==> src/rtl/lbp_pkg.sv <==
// Shared types and constants for the gray-image read arbiter.
// Image address/data widths, arbiter state encoding, index-width helper.
package lbp_pkg;

  localparam int IMG_AW = 14;
  localparam int PIX_DW = 8;

  typedef enum logic [1:0] {
    IDLE = 2'd0,
    ARB  = 2'd1,
    OWN  = 2'd2
  } arb_state_t;

  function automatic int clog2(input int n);
    int r;
    r = 0;
    for (int i = 0; i < 8; i++)
      if ((1 << r) < n) r++;
    return (r < 1) ? 1 : r;
  endfunction

endpackage

==> src/rtl/gray_rd_arbiter_rr_pick.sv <==
// Round-robin picker: first asserted request after ptr, with wrap-around.
// Purely combinational.
module rr_pick
  import lbp_pkg::*;
#(
  parameter int N_REQ = 2,
  parameter int OW    = clog2(N_REQ)
) (
  input  logic [N_REQ-1:0] req,
  input  logic [OW-1:0]    ptr,
  output logic [OW-1:0]    winner,
  output logic             any_req
);

  int idx;

  // Descending scan so the nearest index after ptr is written last.
  always_comb begin
    winner  = '0;
    any_req = |req;
    idx     = 0;
    for (int k = N_REQ; k >= 1; k--) begin
      idx = (int'(ptr) + k) % N_REQ;
      if (req[OW'(idx)]) winner = OW'(idx);
    end
  end

endmodule

==> src/rtl/gray_rd_arbiter.sv <==
// Round-robin arbiter sharing the gray-image read port with owner-tagged returns.
// Optional ARB_STARVE_GUARD_EN: cap locked bursts at MAX_HOLD beats under contention.
module gray_rd_arbiter
  import lbp_pkg::*;
#(
  parameter int N_REQ    = 2,
  parameter int RD_LAT   = 1,
  parameter int MAX_HOLD = 16
) (
  input  logic                    clk,
  input  logic                    reset,
  input  logic                    gray_ready,
  output logic                    gray_req,
  output logic [IMG_AW-1:0]       gray_addr,
  input  logic [PIX_DW-1:0]       gray_data,
  input  logic [N_REQ-1:0]        req,
  input  logic [N_REQ*IMG_AW-1:0] addr,
  input  logic [N_REQ-1:0]        lock,
  output logic [N_REQ-1:0]        gnt,
  output logic [N_REQ-1:0]        rvalid,
  output logic [PIX_DW-1:0]       rdata,
  output logic                    busy
);

  localparam int OW = clog2(N_REQ);

  arb_state_t     state;
  logic [OW-1:0]  owner;
  logic [OW-1:0]  ptr;
  logic [OW-1:0]  winner;
  logic           any_req;
  logic           own;
  logic           guard_rel;

  logic [RD_LAT-1:0] pv;
  logic [OW-1:0]     po [RD_LAT];

  rr_pick #(.N_REQ(N_REQ), .OW(OW)) u_pick (
    .req     (req),
    .ptr     (ptr),
    .winner  (winner),
    .any_req (any_req)
  );

  assign own      = (state == OWN);
  assign gray_req = own & req[owner];
  assign rdata    = gray_data;
  assign busy     = (state != IDLE) | (|pv);

  always_comb begin
    gray_addr = '0;
    if (own)
      for (int i = 0; i < N_REQ; i++)
        if (owner == OW'(i))
          gray_addr = addr[i*IMG_AW +: IMG_AW];
  end

`ifdef ARB_STARVE_GUARD_EN
  localparam int HW = clog2(MAX_HOLD);
  localparam logic [HW-1:0] HOLD_LAST = HW'(MAX_HOLD - 1);

  logic [HW-1:0] hold_cnt;
  logic          other_req;

  assign other_req = |(req & ~gnt);
  assign guard_rel = gray_req & (hold_cnt == HOLD_LAST) & other_req;

  // Saturates so a long uncontended burst still yields on the next contended beat.
  always_ff @(posedge clk or negedge reset) begin
    if (!reset)
      hold_cnt <= '0;
    else if (state == ARB)
      hold_cnt <= '0;
    else if (gray_req && hold_cnt != HOLD_LAST)
      hold_cnt <= hold_cnt + 1'b1;
  end
`else
  assign guard_rel = 1'b0;
`endif

  always_ff @(posedge clk or negedge reset) begin
    if (!reset) begin
      state <= IDLE;
      gnt   <= '0;
      owner <= '0;
      ptr   <= OW'(N_REQ - 1);
    end else if (!gray_ready) begin
      state <= IDLE;
      gnt   <= '0;
    end else begin
      unique case (state)
        IDLE: state <= ARB;
        ARB: if (any_req) begin
          gnt   <= N_REQ'(1) << winner;
          owner <= winner;
          state <= OWN;
        end
        OWN: if (!lock[owner] || guard_rel) begin
          gnt   <= '0;
          ptr   <= owner;
          state <= ARB;
        end
        default: state <= IDLE;
      endcase
    end
  end

  // Return tags travel with each beat; losing gray_ready discards them.
  always_ff @(posedge clk or negedge reset) begin
    if (!reset) begin
      for (int i = 0; i < RD_LAT; i++) begin
        pv[i] <= 1'b0;
        po[i] <= '0;
      end
    end else if (!gray_ready) begin
      for (int i = 0; i < RD_LAT; i++) begin
        pv[i] <= 1'b0;
        po[i] <= '0;
      end
    end else begin
      pv[0] <= gray_req;
      po[0] <= owner;
      for (int i = 1; i < RD_LAT; i++) begin
        pv[i] <= pv[i-1];
        po[i] <= po[i-1];
      end
    end
  end

  always_comb begin
    rvalid = '0;
    for (int i = 0; i < N_REQ; i++)
      rvalid[i] = pv[RD_LAT-1] & (po[RD_LAT-1] == OW'(i));
  end

endmodule

==> config.mk <==
export PLATFORM = sky130hd
export DESIGN_NAME = gray_rd_arbiter
export DESIGN_NICKNAME = d
export VERILOG_FILES = /design/src/rtl/lbp_pkg.sv /design/src/rtl/gray_rd_arbiter_rr_pick.sv /design/src/rtl/gray_rd_arbiter.sv
export SDC_FILE = /design/constraint.sdc
export NUM_CORES = 1
export LEC_CHECK = 0
export BUFFER_PORTS_ARGS = -buffer_cell sky130_fd_sc_hd__buf_2
export CAP_MARGIN = 20
export CORE_MARGIN = 5
export CORE_UTILIZATION = 36
export CTS_CLUSTER_DIAMETER = 40
export DETAILED_ROUTE_END_ITERATION = 16
export PLACE_DENSITY = 0.81
export SETUP_SLACK_MARGIN = 0.4
export SLEW_MARGIN = 20
export SYNTH_ARGS = -nofsm -noshare
export SYNTH_HDL_FRONTEND = slang
export SYNTH_HIERARCHICAL = 1
export SYNTH_SLANG_ARGS = --single-unit
==> constraint.sdc <==
create_clock -name clk -period 2.7 [get_ports clk]
set_input_delay 0 -clock clk [delete_from_list [all_inputs] [get_ports clk]]
set_output_delay 0 -clock clk [all_outputs]
set_load 0.005 [all_outputs]
==> results.cfg <==
[sta]
hold_viol = 0
finalSetupTns_ps = 0
skew_ps = 1.07
setup-violations-final = 0
min_period_ps = 1610
tightest_slew_ps = 672
relSlewSlack = 0.552
fmax_ghz = 0.621
timing.final.crit_share = 0.597
slew_viol_final = 0
holdWs_ps = 0.00179
rsz0062_at_grt = false

[routing]
wl_um = 1940
drt-pass1-iter-count = 4
wl_per_cell_um = 12.9
postRouteAntennaNets = 0
vias = 711
remaining_drc_errors = 0
drt_iter0_drc = 7
viasPerCell = 4.74

[clock_tree]
worstSkewPairLatency_ps = 260
cts-root-buf = clkbuf_4
cts_sinks = 8
cts_buffer_depth = 2
cts_tree = built
h-tree-depth = 1
path_clk_slew_ps = 60
cts-buffers-inserted = 3

[min_path]
worstHoldPathType = input port to output port

[synth]
synth_nets = 120
ys.warnings.count = 6
async_flop_share = 1.00
synth_cell_types = 25
synth_edf_count = 0
synth_most_common_cell = nor2_1
ys.flop_type = dfrtp_1
synth_commonest_cells = nor2_1, mux2i_1, buf_4
ys_ff_latch = 8
synth_top_area_share = 0.264
synthCells = 77
yosys-top-cells-area = dfrtp_1, mux2i_1, buf_4
syn_area_um2 = 663
ys_seq_area_frac = 0.304
syn_area_per_cell_um2 = 8.61
synth_top_area_cell = dfrtp_1

[die]
io_pins = 71
rows = 15
core_um2 = 1750
fp.dieW_um = 52.9
die_h_um = 52.9
start_util = 0.380
die_area_um2 = 2800

[outcome]
status = complete, no violations

[worst_setup_path]
max_stage_delay_ps = 640
path_cells = buf_4 > mux2i_1 > nor2_1 > buf_2
cp-end-kind = output port
critical_path_arrival_ps = 1610
cp_top_family = flip-flops
required_ps = 2700
cp-start-kind = flop
cp_num_buf_inv = 2
critPathKind = flop to output port
crit_fanout = 10
cpMaxStageDelayCell = dfrtp_1

[cells_and_area]
stdcell_count = 150
multiInputGateArea_um2 = 369
syn_to_final_growth_pct = 38.7
drive_gt1_frac = 0.496
antenna_cells = 0
nFillCells = 175
seqCellArea_um2 = 201
fin_util = 0.527
final_net_count = 169

[power_and_ir_drop]
finalPower_mw = 0.410
power.leakage_nw = 0.526
ir_worst_vdd_mv = 0.232
power.density_nw_per_um2 = 446

[global_routing]
grt-ovfl-total = 0
grt_usage = 0.155
grt_max_degree = 21
grt_pass1_vias = 758
antenna_found_initial = 0
grt_pass1_wl_um = 3200

[place]
dpl.cell_count = 145
place_congestion = 0.869
place_hpwl_um = 1560
port_buffers = 54

[run]
cap_violations = 0
registers in the layout, summed over array words and instances, names as in the netlist:
name and flops:
gnt 2, state 2, owner 1, po 1, ptr 1, pv 1
logic make-up after synthesis:
kind of cell / share of synthesized area
simple gates: 0.221
flops: 0.304
mux: 0.249
compound gates: 0.0868
buf+inv: 0.140
power breakdown:
part	leakage, nW	internal, mW	switching (mW)
clock network	0.0150	0.0568	0.0449
registers	0.103	0.132	0.0223
logic	0.408	0.0874	0.0671
total	0.526	0.276	0.134
through the flow:
step	instance area, um^2	setup WS, ps
6_report	920	1090
5_1_grt	920	936
4_1_cts	920	1060
3_5_place_dp	883	1190
3_3_place_gp	883	1260
2_1_floorplan	663	1570
per-layer routing:
metal	up-vias	GRT usage	share of wire
met5	-	0	0
met4	0	0.0894	0.027
met3	5	0.0310	0.10
met2	43	0.264	0.50
met1	311	0.179	0.37
li1	352	-	-
final cells by class:
type | instances | area share
flip-flops and latches | 8 | 0.219
inverters | 1 | 0.00408
well taps | 25 | 0.0340
repair buffers | 56 | 0.313
clock buffers | 4 | 0.0286
multi-input cells | 56 | 0.401
what timing repair did:
item,CTS,global route
hold buffers,1,0
setup buffers,0,0
endpoints found under the hold margin,8,0
setup endpoints to repair,0,0
resized for setup,0,0
worst paths after layout:
path                              start      endpoint  slack (ps)  cells after the start
setup reg to reg               state[0]           ptr        1200                      3
min in group asynchronous         reset      state[0]         110                      2
hold / removal             gray_data[3]      rdata[3]       0.002                      0
hold reg to reg                state[1]      state[0]         510                      1
max in group asynchronous         reset           ptr        2360                      2
setup / recovery                  owner  gray_addr[3]        1090                      4
layout by cell type, fill, tap and decap left out, drive strengths merged:
| cell | synthesis | final |
|---|---|---|
| or3 | 1 | 1 |
| a21oi | 2 | 2 |
| nand2b | 2 | 2 |
| buf | 12 | 55 |
| or2 | 1 | 1 |
| dlygate4sd3 | 0 | 1 |
| o21ai | 3 | 3 |
| dfrtp | 7 | 7 |
| o22ai | 1 | 1 |
| nor3 | 2 | 2 |
| clkbuf | 0 | 4 |
| nor2b | 2 | 2 |
| mux2i | 15 | 15 |
| nand3 | 2 | 2 |
| o32ai | 1 | 1 |
| inv | 1 | 1 |
| o22a | 1 | 1 |
| dfstp | 1 | 1 |
| nor2 | 16 | 16 |
| nand2 | 2 | 2 |
| nand3b | 1 | 1 |
| o31a | 1 | 1 |
| and2 | 2 | 2 |
| mux2 | 1 | 1 |
(Power assumes the default switching activity.)
